### src/rtl/alu_pkg.sv
// Shared opcode encodings and FSM state type for the sequential ALU.
package alu_pkg;

    localparam int OPW = 4;

    localparam logic [OPW-1:0] OP_ADD = 4'd0;
    localparam logic [OPW-1:0] OP_SUB = 4'd1;
    localparam logic [OPW-1:0] OP_MUL = 4'd2;
    localparam logic [OPW-1:0] OP_SHR = 4'd3;
    localparam logic [OPW-1:0] OP_SHL = 4'd4;
    localparam logic [OPW-1:0] OP_DIV = 4'd5;
    localparam logic [OPW-1:0] OP_NOT = 4'd6;
    localparam logic [OPW-1:0] OP_AND = 4'd7;
    localparam logic [OPW-1:0] OP_OR  = 4'd8;
    localparam logic [OPW-1:0] OP_XOR = 4'd9;
    localparam logic [OPW-1:0] OP_INC = 4'd10;

    typedef enum logic [1:0] {
        IDLE = 2'd0,
        DIV  = 2'd1,
        DONE = 2'd2
    } state_e;

endpackage

### src/rtl/alu_seq_if.sv
// Operand-issue and result handshake bundle between the issue stage, the ALU and the sink.
interface alu_seq_if
    import alu_pkg::*;
#(
    parameter int WIDTH = 8
);
    localparam int RES_WIDTH = 2 * WIDTH;

    logic                 in_valid;
    logic                 in_ready;
    logic [WIDTH-1:0]     a;
    logic [WIDTH-1:0]     b;
    logic [OPW-1:0]       opsel;
    logic                 out_valid;
    logic                 out_ready;
    logic [RES_WIDTH-1:0] result;
    logic                 flag_zero;
    logic                 flag_carry;
    logic                 flag_dbz;

    modport master (
        output in_valid, a, b, opsel, out_ready,
        input  in_ready, out_valid, result, flag_zero, flag_carry, flag_dbz
    );

    modport slave (
        input  in_valid, a, b, opsel, out_ready,
        output in_ready, out_valid, result, flag_zero, flag_carry, flag_dbz
    );

endinterface

### src/rtl/alu_div_iter.sv
// Restoring unsigned divider, one quotient bit per cycle, MSB first.
// quotient/remainder show the post-iteration values, valid in the cycle done is high.
module alu_div_iter
    import alu_pkg::*;
#(
    parameter int WIDTH = 8
) (
    input  logic             clk,
    input  logic             rst,
    input  logic             start,
    input  logic [WIDTH-1:0] dividend,
    input  logic [WIDTH-1:0] divisor,
    output logic             done,
    output logic [WIDTH-1:0] quotient,
    output logic [WIDTH-1:0] remainder
);
    localparam int CW = $clog2(WIDTH) + 1;

    logic             busy_q, busy_d;
    logic [CW-1:0]    cnt_q, cnt_d;
    logic [WIDTH-1:0] rem_q, rem_d;
    logic [WIDTH-1:0] quo_q, quo_d;
    logic [WIDTH-1:0] dvs_q, dvs_d;

    logic [WIDTH:0]   trial;
    logic [WIDTH-1:0] rem_step;
    logic [WIDTH-1:0] quo_step;

    // quo_q doubles as the dividend shift register: its MSB feeds the partial remainder
    always_comb begin
        trial = {rem_q, quo_q[WIDTH-1]};
        if (trial >= {1'b0, dvs_q}) begin
            rem_step = WIDTH'(trial - {1'b0, dvs_q});
            quo_step = {quo_q[WIDTH-2:0], 1'b1};
        end else begin
            rem_step = trial[WIDTH-1:0];
            quo_step = {quo_q[WIDTH-2:0], 1'b0};
        end

        done      = busy_q && (cnt_q == CW'(WIDTH - 1));
        quotient  = quo_step;
        remainder = rem_step;

        busy_d = busy_q;
        cnt_d  = cnt_q;
        rem_d  = rem_q;
        quo_d  = quo_q;
        dvs_d  = dvs_q;

        if (start) begin
            busy_d = 1'b1;
            cnt_d  = '0;
            rem_d  = '0;
            quo_d  = dividend;
            dvs_d  = divisor;
        end else if (busy_q) begin
            rem_d = rem_step;
            quo_d = quo_step;
            cnt_d = cnt_q + CW'(1);
            if (done) begin
                busy_d = 1'b0;
            end
        end
    end

    always_ff @(posedge clk) begin
        if (rst) begin
            busy_q <= 1'b0;
            cnt_q  <= '0;
            rem_q  <= '0;
            quo_q  <= '0;
            dvs_q  <= '0;
        end else begin
            busy_q <= busy_d;
            cnt_q  <= cnt_d;
            rem_q  <= rem_d;
            quo_q  <= quo_d;
            dvs_q  <= dvs_d;
        end
    end

endmodule

### src/rtl/alu_seq.sv
// Sequential WIDTH-bit ALU: handshake FSM, single-cycle datapath and registered
// double-width result; divide is delegated to the iterative divider.
module alu_seq
    import alu_pkg::*;
#(
    parameter int WIDTH = 8
) (
    input logic       clk,
    input logic       rst,
    alu_seq_if.slave  bus
);
    localparam int RES_WIDTH = 2 * WIDTH;

    state_e               state_q, state_d;
    logic [RES_WIDTH-1:0] result_q, result_d;
    logic                 zero_q, zero_d;
    logic                 carry_q, carry_d;
    logic                 dbz_q, dbz_d;

    logic [RES_WIDTH-1:0] a_ext, b_ext, sum, alu_res;
    logic                 alu_carry, alu_dbz, big_shift;
    logic                 div_start, div_done;
    logic [WIDTH-1:0]     div_quo, div_rem;

    assign bus.in_ready   = (state_q == IDLE);
    assign bus.out_valid  = (state_q == DONE);
    assign bus.result     = result_q;
    assign bus.flag_zero  = zero_q;
    assign bus.flag_carry = carry_q;
    assign bus.flag_dbz   = dbz_q;

    assign div_start = (state_q == IDLE) && bus.in_valid &&
                       (bus.opsel == OP_DIV) && (bus.b != '0);

    alu_div_iter #(.WIDTH(WIDTH)) u_div (
        .clk       (clk),
        .rst       (rst),
        .start     (div_start),
        .dividend  (bus.a),
        .divisor   (bus.b),
        .done      (div_done),
        .quotient  (div_quo),
        .remainder (div_rem)
    );

    // Single-cycle ops; divide here only covers the b == 0 shortcut
    always_comb begin
        a_ext     = {{WIDTH{1'b0}}, bus.a};
        b_ext     = {{WIDTH{1'b0}}, bus.b};
        sum       = a_ext + b_ext;
        big_shift = (b_ext >= RES_WIDTH'(WIDTH));
        alu_carry = 1'b0;
        alu_dbz   = 1'b0;
        case (bus.opsel)
            OP_SUB: alu_res = a_ext - b_ext;
            OP_MUL: alu_res = a_ext * b_ext;
            OP_SHR: alu_res = big_shift ? '0 : (a_ext >> bus.b);
            OP_SHL: alu_res = big_shift ? '0 : (a_ext << bus.b);
            OP_DIV: begin
                alu_res = {bus.a, {WIDTH{1'b1}}};
                alu_dbz = 1'b1;
            end
            OP_NOT: alu_res = {{WIDTH{1'b0}}, ~bus.a};
            OP_AND: alu_res = a_ext & b_ext;
            OP_OR:  alu_res = a_ext | b_ext;
            OP_XOR: alu_res = a_ext ^ b_ext;
            OP_INC: begin
                alu_res   = a_ext + RES_WIDTH'(1);
                alu_carry = alu_res[WIDTH];
            end
            default: begin
                alu_res   = sum;
                alu_carry = sum[WIDTH];
            end
        endcase
    end

    always_comb begin
        state_d  = state_q;
        result_d = result_q;
        zero_d   = zero_q;
        carry_d  = carry_q;
        dbz_d    = dbz_q;
        case (state_q)
            IDLE: begin
                if (div_start) begin
                    state_d = DIV;
                end else if (bus.in_valid) begin
                    state_d  = DONE;
                    result_d = alu_res;
                    zero_d   = (alu_res == '0);
                    carry_d  = alu_carry;
                    dbz_d    = alu_dbz;
                end
            end
            DIV: begin
                if (div_done) begin
                    state_d  = DONE;
                    result_d = {div_rem, div_quo};
                    zero_d   = ({div_rem, div_quo} == '0);
                    carry_d  = 1'b0;
                    dbz_d    = 1'b0;
                end
            end
            DONE: begin
                if (bus.out_ready) begin
                    state_d = IDLE;
                end
            end
            default: state_d = IDLE;
        endcase
    end

    always_ff @(posedge clk) begin
        if (rst) begin
            state_q  <= IDLE;
            result_q <= '0;
            zero_q   <= 1'b0;
            carry_q  <= 1'b0;
            dbz_q    <= 1'b0;
        end else begin
            state_q  <= state_d;
            result_q <= result_d;
            zero_q   <= zero_d;
            carry_q  <= carry_d;
            dbz_q    <= dbz_d;
        end
    end

endmodule

### src/flat_wrapper.sv
// flat-port wrapper written by rule: the top's interface ports become plain ports
module alu_seq_flat import alu_pkg::*;
#(
    parameter int WIDTH = 8
)
  (clk, rst, bus_in_valid, bus_a, bus_b, bus_opsel, bus_out_ready, bus_in_ready, bus_out_valid, bus_result, bus_flag_zero, bus_flag_carry, bus_flag_dbz);
  alu_seq_if #(.WIDTH(WIDTH)) bus_i ();
  input logic clk;
  input logic rst;
  input wire logic [$bits(bus_i.in_valid)-1:0] bus_in_valid;
  input wire logic [$bits(bus_i.a)-1:0] bus_a;
  input wire logic [$bits(bus_i.b)-1:0] bus_b;
  input wire logic [$bits(bus_i.opsel)-1:0] bus_opsel;
  input wire logic [$bits(bus_i.out_ready)-1:0] bus_out_ready;
  output wire logic [$bits(bus_i.in_ready)-1:0] bus_in_ready;
  output wire logic [$bits(bus_i.out_valid)-1:0] bus_out_valid;
  output wire logic [$bits(bus_i.result)-1:0] bus_result;
  output wire logic [$bits(bus_i.flag_zero)-1:0] bus_flag_zero;
  output wire logic [$bits(bus_i.flag_carry)-1:0] bus_flag_carry;
  output wire logic [$bits(bus_i.flag_dbz)-1:0] bus_flag_dbz;
  assign bus_i.in_valid = bus_in_valid;
  assign bus_i.a = bus_a;
  assign bus_i.b = bus_b;
  assign bus_i.opsel = bus_opsel;
  assign bus_i.out_ready = bus_out_ready;
  assign bus_in_ready = bus_i.in_ready;
  assign bus_out_valid = bus_i.out_valid;
  assign bus_result = bus_i.result;
  assign bus_flag_zero = bus_i.flag_zero;
  assign bus_flag_carry = bus_i.flag_carry;
  assign bus_flag_dbz = bus_i.flag_dbz;
  alu_seq #(.WIDTH(WIDTH)) u_core (.clk(clk), .rst(rst), .bus(bus_i));
endmodule
### config.mk
export PLATFORM = sky130hd
export DESIGN_NAME = alu_seq_flat
export DESIGN_NICKNAME = d
export VERILOG_FILES = /design/src/rtl/alu_pkg.sv /design/src/rtl/alu_seq_if.sv /design/src/rtl/alu_div_iter.sv /design/src/rtl/alu_seq.sv /design/src/flat_wrapper.sv
export SDC_FILE = /design/constraint.sdc
export NUM_CORES = 1
export LEC_CHECK = 0
export ABC_AREA = 1
export BUFFER_PORTS_ARGS = -buffer_cell sky130_fd_sc_hd__buf_2
export CORE_ASPECT_RATIO = 0.7
export CORE_MARGIN = 1.5
export CORE_UTILIZATION = 57
export DETAILED_ROUTE_END_ITERATION = 16
export PLACE_DENSITY = 0.72
export SETUP_SLACK_MARGIN = 0.02
export SYNTH_ARGS = -nofsm -noshare
export SYNTH_HDL_FRONTEND = slang
export SYNTH_SLANG_ARGS = --single-unit
### constraint.sdc
create_clock -name clk -period 5.2 [get_ports clk]
set_clock_uncertainty 0.05 [all_clocks]
set_input_delay 0 -clock clk [delete_from_list [all_inputs] [get_ports clk]]
set_output_delay 0 -clock clk [all_outputs]
set_load 0.01 [all_outputs]
Yosys cells after proc, flatten, opt, wreduce, memory -nomap -nowiden --
Index checks and enable logic that the tools add are counted.
Word-level totals: memory bits (read-only) 0, bits in writable memories 0, word-level logic and storage cells 88, memories 0, bits in latches 0, register bits 50, output and inout bits 21, bits of input ports 24
Cells by class: shift-type cells 2, div/mod/pow operators 0, muxes and demuxes 32, add/subtract/negate cells 5, reductions and logical operators 14, bitwise gates (word level) 4, $mul 1, eq/ne operators 18, order comparisons 2
Operator list (count):
- $pmux W16 S10 | 1
- $mux W16 | 5
- $logic_not A16 Y1 | 2
- $pmux W16 S2 | 1
- $mux W8 | 3
- $eq A4 B3 Y1 const B | 5
- $mul A8 B8 Y16 | 1
- $shl A8 B8 Y16 | 1
- $shr A8 B8 Y16 | 1
- $mux W1 | 13
- $eq A4 B4 Y1 const B | 3
- $add A8 B1 Y9 const B | 1
- $add A8 B8 Y9 | 1
- $ge A9 B8 Y1 | 1
- $reduce_or A9 Y1 | 1
- $sub A8 B8 Y9 | 1
- $and A8 B8 Y8 | 1
- $eq A4 B2 Y1 const B | 2
- $ge A8 B4 Y1 const B | 1
- $mux W2 | 4
- $not A8 Y8 | 1
- $or A8 B8 Y8 | 1
- $pmux W1 S2 | 4
- $reduce_bool A8 Y1 | 1
- 16 further kinds | 22

Longest topological paths before layout --
depth after elaboration 7, mapped depth 26, depth with buffers taken out 25

Hierarchy --
A second synthesis with hierarchy kept.
Second synthesis, totals: cells, all modules 1232, area total of the unflattened synthesis 7563.5 µm²
Modules (own cells, without submodules):
- alu_seq | sequential area each 420.4 µm², times used 1, area an instance 5748.0 µm², cells an instance 976
- alu_div_iter | sequential area each 580.6 µm², times used 1, area an instance 1815.5 µm², cells an instance 256

Worst setup path before layout --
Ideal clock, no wire load.
kind in2reg, start point input port bus_b[2], end point register u_core.zero_q, in the netlist u_core.bus.flag_zero, data arrival time 3984 ps, path buffers 2, cell stages on the path 25, slack 1100 ps, data required time 5084 ps, cell sequence buf_2 > buf_1 > nand2_1 > fa_1 > fa_1 > inv_1 > fa_1 > inv_1 > fa_1 > inv_1 > ha_1 > nand2_1 > nor2_1 > nand2_1 > nand3_1 > nand2_1 > nand3_1 > nand2_1 > nor2_1 > nand2_1 > nor2_1 > nand2_1 > nor2_1 > nand4_1 > a21oi_2
Between the ends: cells in the longest elaborated chain, start to end 7
RTL lines:
- from (decl) | line flat_wrapper.sv:12 | input wire logic [$bits(bus_i.b)-1:0] bus_b;
- parallel branches: the longest is 7 deep, another holds $mul A8 B8 Y16
- to (signal assigned) | line alu_seq.sv:124 | zero_q <= zero_d;
- to (decl) | line alu_seq.sv:16 | logic zero_q, zero_d;
Parallel ways; which one is timed is not known. The select of a mux whose other input is x is not followed. A chain may end at the register's enable or synchronous reset.

Worst setup path in the final report --
start point input port bus_a[1], end point register u_core.zero_q, in the netlist u_core.bus.flag_zero
Between the ends: cells in the longest elaborated chain, start to end 7
RTL lines:
- from (decl) | line flat_wrapper.sv:11 | input wire logic [$bits(bus_i.a)-1:0] bus_a;
- parallel branches: the longest is 2 deep, another holds $mul A8 B8 Y16
- $pmux W16 S10 (*) | line alu_seq.sv:54 | case (bus.opsel)
- $logic_not A16 Y1 (*) | line alu_seq.sv:91 | zero_d = (alu_res == '0);
- $mux W1 (*) | line alu_seq.sv:88 | end else if (bus.in_valid) begin
- $mux W1 (*) | line alu_seq.sv:86 | if (div_start) begin
- $pmux W1 S2 (*) | line alu_seq.sv:84 | case (state_q)
Mark *: on every way between the ends. The select of a mux whose other input is x is not followed.

==> results by stage <==
CTS:
- After clock tree synthesis, the clock-pin slew on the worst setup and hold paths is 0.07 ns.
- The number of setup buffers added after CTS is 0.
- The source-to-sink clock delay at the later pin of the worst-skew pair is approximately 0.3 ns.
- The root buffer selected by CTS is sky130_fd_sc_hd__clkbuf_16.
- The H-tree was split into 2 levels.
- TritonCTS built the clock tree.
- The clock tree buffer depth is 2.
- For this design, the sink count on the clock tree is 50.
- The number of buffers created by CTS is 5.

Placed design:
- The setup slack at placement is 0.639 ns.
- Buffers placed on the I/O ports in this run total 44.
- The global placement routability congestion is around 1.0.
- The placed cell count is roughly 1400.
- Once detailed placement completed, the half-perimeter wirelength came to around 20000 um.

Outcome:
- The final reports fail on design-rule violations.
- The flow ran to the end, but the final reports show violations.

Yosys:
- The number of enable-type register cells in the synthesized netlist is 0.
- The post-synthesis net count is 1339.
- After synthesis, the share of flip-flops with an asynchronous set or reset is 0%.
- The synthesized netlist contains a little under 50 unique library cells.
- For this run, the leading register cell type out of synthesis is sky130_fd_sc_hd__dfxtp_1.
- The mean area per synthesized cell is 6.15 um2.
- The summed instance area of the synthesized netlist is roughly 0.0074 mm2.
- Yosys printed 0 warnings.
- The synthesized instance count is ~1200.
- After synthesis the netlist holds a flip-flop and latch count of 50.
- Of the synthesized area, sequential elements account for a little over an eighth.

Detailed routing:
- The number of iterations in the first detailed-routing pass is 12.
- The detailed router placed 7983 vias in this run.
- The post-detailed-route via-to-cell ratio is around 5.8.
- The total wirelength of the detailed-routed design is 25200 um.
- For this block, the initial DRC count from the detailed router was 860.
- For this run, design rule violations remaining after detail routing come to 1.
- The average routed wire per standard cell is about 18 um.
- The number of nets still failing antenna checks after routing is 0.

Global routing:
- The global-route wire length before repair is slightly below 40000 um.
- The global router's overall resource usage is 37.3%.
- The sum of overflow across all layers after global routing is 0.
- The number of global-route vias before repair came to around 7200.
- Entering global routing, the biggest net connects 30 pins.
- The initial antenna violation count is 0.

Floorplan:
- The die area is 0.0137 mm2.
- The cell row count is 34.
- After floorplanning, the core was sized to cover ~0.013 mm2.
- The chip width is roughly 140 um.
- 45 I/O pins were placed.
- Once the floorplan was initialized, standard cells occupied between 50% and 60% of the core.
- The height of the die is about 98 um.

Critical path:
- The arrival time of data at the critical path endpoint is approximately 4.5 ns.
- The data required time at the worst endpoint is around 5.4 ns.
- STA classifies the critical path startpoint as an input port.
- The minimum setup slack among reg-to-reg paths is 2.41 ns.
- The category of the critical setup timing path is input port to flip-flop.
- The category of the worst setup path capture point is a flip-flop.
- Along the worst path, the maximum fanout reaches 16.

Timing:
- The number of endpoints with negative hold slack in the final report was 0.
- The upper clock frequency limit is about 230 MHz.
- The final setup TNS is 0 ns.
- Setup violations remaining at the end of the flow were counted as 0.
- Counting I/O delays and the setup requirement, the final critical path takes ~4.3 ns.
- The number of max-slew violations in the final report is 0.
- At the pin with the least slew margin, the transition time is ~0.89 ns.
- Setup slack closes at 0.906 ns.
- The portion of the clock cycle consumed by the worst path in the final layout is approximately 83%.
- Setup repair after global routing left no endpoint under its margin.
- The relative max-transition margin is between 40% and 50%.

Pwr:
- In this run, the clock network consumes roughly a fifth of the power.
- The sequential power share is between 20% and 30%.
- The switching power total is approximately 0.89 mW.
- Dividing total power by cell area gives a power density of around 240 mW/mm2.
- The worst-case vdd ir drop is 0.161 mV.
- The fraction of power spent switching nets is 48.3%.
- Cell internal power was estimated by the tool at approximately 0.96 mW.
- The combinational share of power is between 50 and 60%.
- The leakage power figure is 4.36 nW.

Cells and area:
- The final non-filler cell total is around 1400.
- Once layout is complete, the utilization of the core stands at approximately 62%.
- The final layout contains approximately 1400 nets.
- Relative to the synthesized area, the layout overhead comes to 5.21%.
- The number of antenna cells inserted is 0.
- The ratio of cells with drive above 1 in the final layout is under 10%.

Hold path:
- The class of the tightest hold or removal check is input port to flip-flop.

Job:
- Max-cap violations in this run came to 0.
-- cell type report --
class                   instances  area, um2
fillers                      1254       4740
flip-flops and latches         50       1000
well taps                     162        203
repair buffers                 50        268
inverters                     221        830
clock buffers                   6        139
clock inverters                 2       16.3
multi-input cells             893       5350
-- power by group through the flow --
stage	Clock (mW)	Sequential, mW	Combinational, mW
2_1_floorplan	0	0.418	0.788
3_3_place_gp	0	0.416	1.06
3_5_place_dp	0	0.416	1.06
4_1_cts	0.350	0.408	1.07
5_1_grt	0.366	0.409	1.23
6_report	0.348	0.408	1.09
-- layer usage --
layer	vias to the layer above	part of all wire (%)	global-route usage, %
met4	0	1.3	5.07
met3	31	15	14.1
li1	3841	-	-
met2	513	37	49.6
met1	3598	46	57.3
met5	-	0	0
-- worst paths after layout --
path | to | start | depth (start not counted)
setup / recovery | u_core.bus.flag_zero | bus_a[1] | 24
hold / removal | u_core.u_div.dvs_q[0] | bus_in_valid | 3
setup reg to reg | u_core.bus.result[0] | u_core.u_div.busy_q | 10
hold reg to reg | u_core.bus.flag_carry | u_core.bus.flag_carry | 2
-- layout by cell type, fill, tap and decap left out, drive strengths merged, types with 2 or more instances in the layout --
cell type,instances
nand2,343
inv,220
nand3,120
nor2,106
ha,70
o21ai,59
a21oi,58
dfxtp,50
buf,49
fa,39
nand4,22
nor3,16
a22oi,10
nand3b,8
xor2,8
o211ai,6
a31oi,6
clkbuf,6
or2,5
xnor2,4
clkinv,2
o21bai,2
o22ai,2
o32ai,2
-- through the flow --
stage                     hold slack (ns)  area (um2)  total power [mW]
after floorplan                     0.121        7420              1.21
after global placement              0.227        7640              1.47
after detailed placement            0.230        7640              1.47
after CTS                          0.0426        7810              1.83
after global routing               0.0762        7810              2.00
final                              0.0436        7810              1.85
-- synth_stat cells, types with 6 or more instances --
cell type	number	area share [%]
sky130_fd_sc_hd__inv_1	214	11
sky130_fd_sc_hd__nor2_1	98	5.0
sky130_fd_sc_hd__buf_2	16	1.1
sky130_fd_sc_hd__nor3_1	14	0.94
sky130_fd_sc_hd__a22oi_1	10	1.0
sky130_fd_sc_hd__buf_4	6	0.61
sky130_fd_sc_hd__o21ai_0	55	3.7
sky130_fd_sc_hd__dfxtp_1	50	13
sky130_fd_sc_hd__nand4_1	22	1.9
sky130_fd_sc_hd__nand3_1	118	8.0
sky130_fd_sc_hd__xor2_1	8	0.94
sky130_fd_sc_hd__a21oi_1	56	3.8
sky130_fd_sc_hd__clkbuf_1	11	0.56
sky130_fd_sc_hd__nand2_1	338	17
sky130_fd_sc_hd__fa_1	39	11
sky130_fd_sc_hd__nand3b_1	8	0.81
sky130_fd_sc_hd__ha_1	70	12
-- flip-flops by register name (all words and copies together) (netlist names) --
register	count
u_core.u_div.cnt_q	4
u_core.bus.result	16
u_core.bus.flag_dbz	1
u_core.bus.flag_carry	1
u_core.u_div.dvs_q	8
u_core.bus.flag_zero	1
u_core.u_div.busy_q	1
u_core.state_q	2
u_core.u_div.quo_q	8
u_core.u_div.rem_q	8
-- worst max-delay path: stages --
cell and delay, ns:
sky130_fd_sc_hd__buf_2 0.37, sky130_fd_sc_hd__nand2_1 0.14, sky130_fd_sc_hd__fa_1 0.50, sky130_fd_sc_hd__fa_1 0.54
sky130_fd_sc_hd__inv_1 0.05, sky130_fd_sc_hd__fa_1 0.55, sky130_fd_sc_hd__inv_1 0.08, sky130_fd_sc_hd__fa_1 0.53
sky130_fd_sc_hd__inv_1 0.04, sky130_fd_sc_hd__ha_1 0.35, sky130_fd_sc_hd__nand2_1 0.11, sky130_fd_sc_hd__nor2_1 0.14
sky130_fd_sc_hd__nand2_1 0.08, sky130_fd_sc_hd__nand3_1 0.07, sky130_fd_sc_hd__nand2_1 0.05, sky130_fd_sc_hd__nand3_1 0.09
sky130_fd_sc_hd__nand2_1 0.07, sky130_fd_sc_hd__nor2_1 0.12, sky130_fd_sc_hd__nand2_1 0.08, sky130_fd_sc_hd__nor2_1 0.09
sky130_fd_sc_hd__nand2_1 0.07, sky130_fd_sc_hd__nor2_1 0.12, sky130_fd_sc_hd__nand4_1 0.11, sky130_fd_sc_hd__a21oi_2 0.12
-- cells by family (layout without fill, tap and decap cells) --
group | Yosys count | in the layout | synth area share [%]
AND/OR/NAND/NOR | 624 | 624 | 37.0
buffers and inverters | 263 | 279 | 14.4
AO/OA/AOI/OAI | 148 | 148 | 11.4
adder cells (fa/ha/maj) | 109 | 109 | 22.3
flip-flops | 50 | 50 | 13.5
XOR/XNOR | 12 | 12 | 1.42
-- what timing repair did --
action                     CTS  global route
hold buffers                 1             0
hold endpoints to repair     1             0
setup endpoints to repair    0             0
gates resized for setup      0             0
Power figures use the tool's default switching activity.
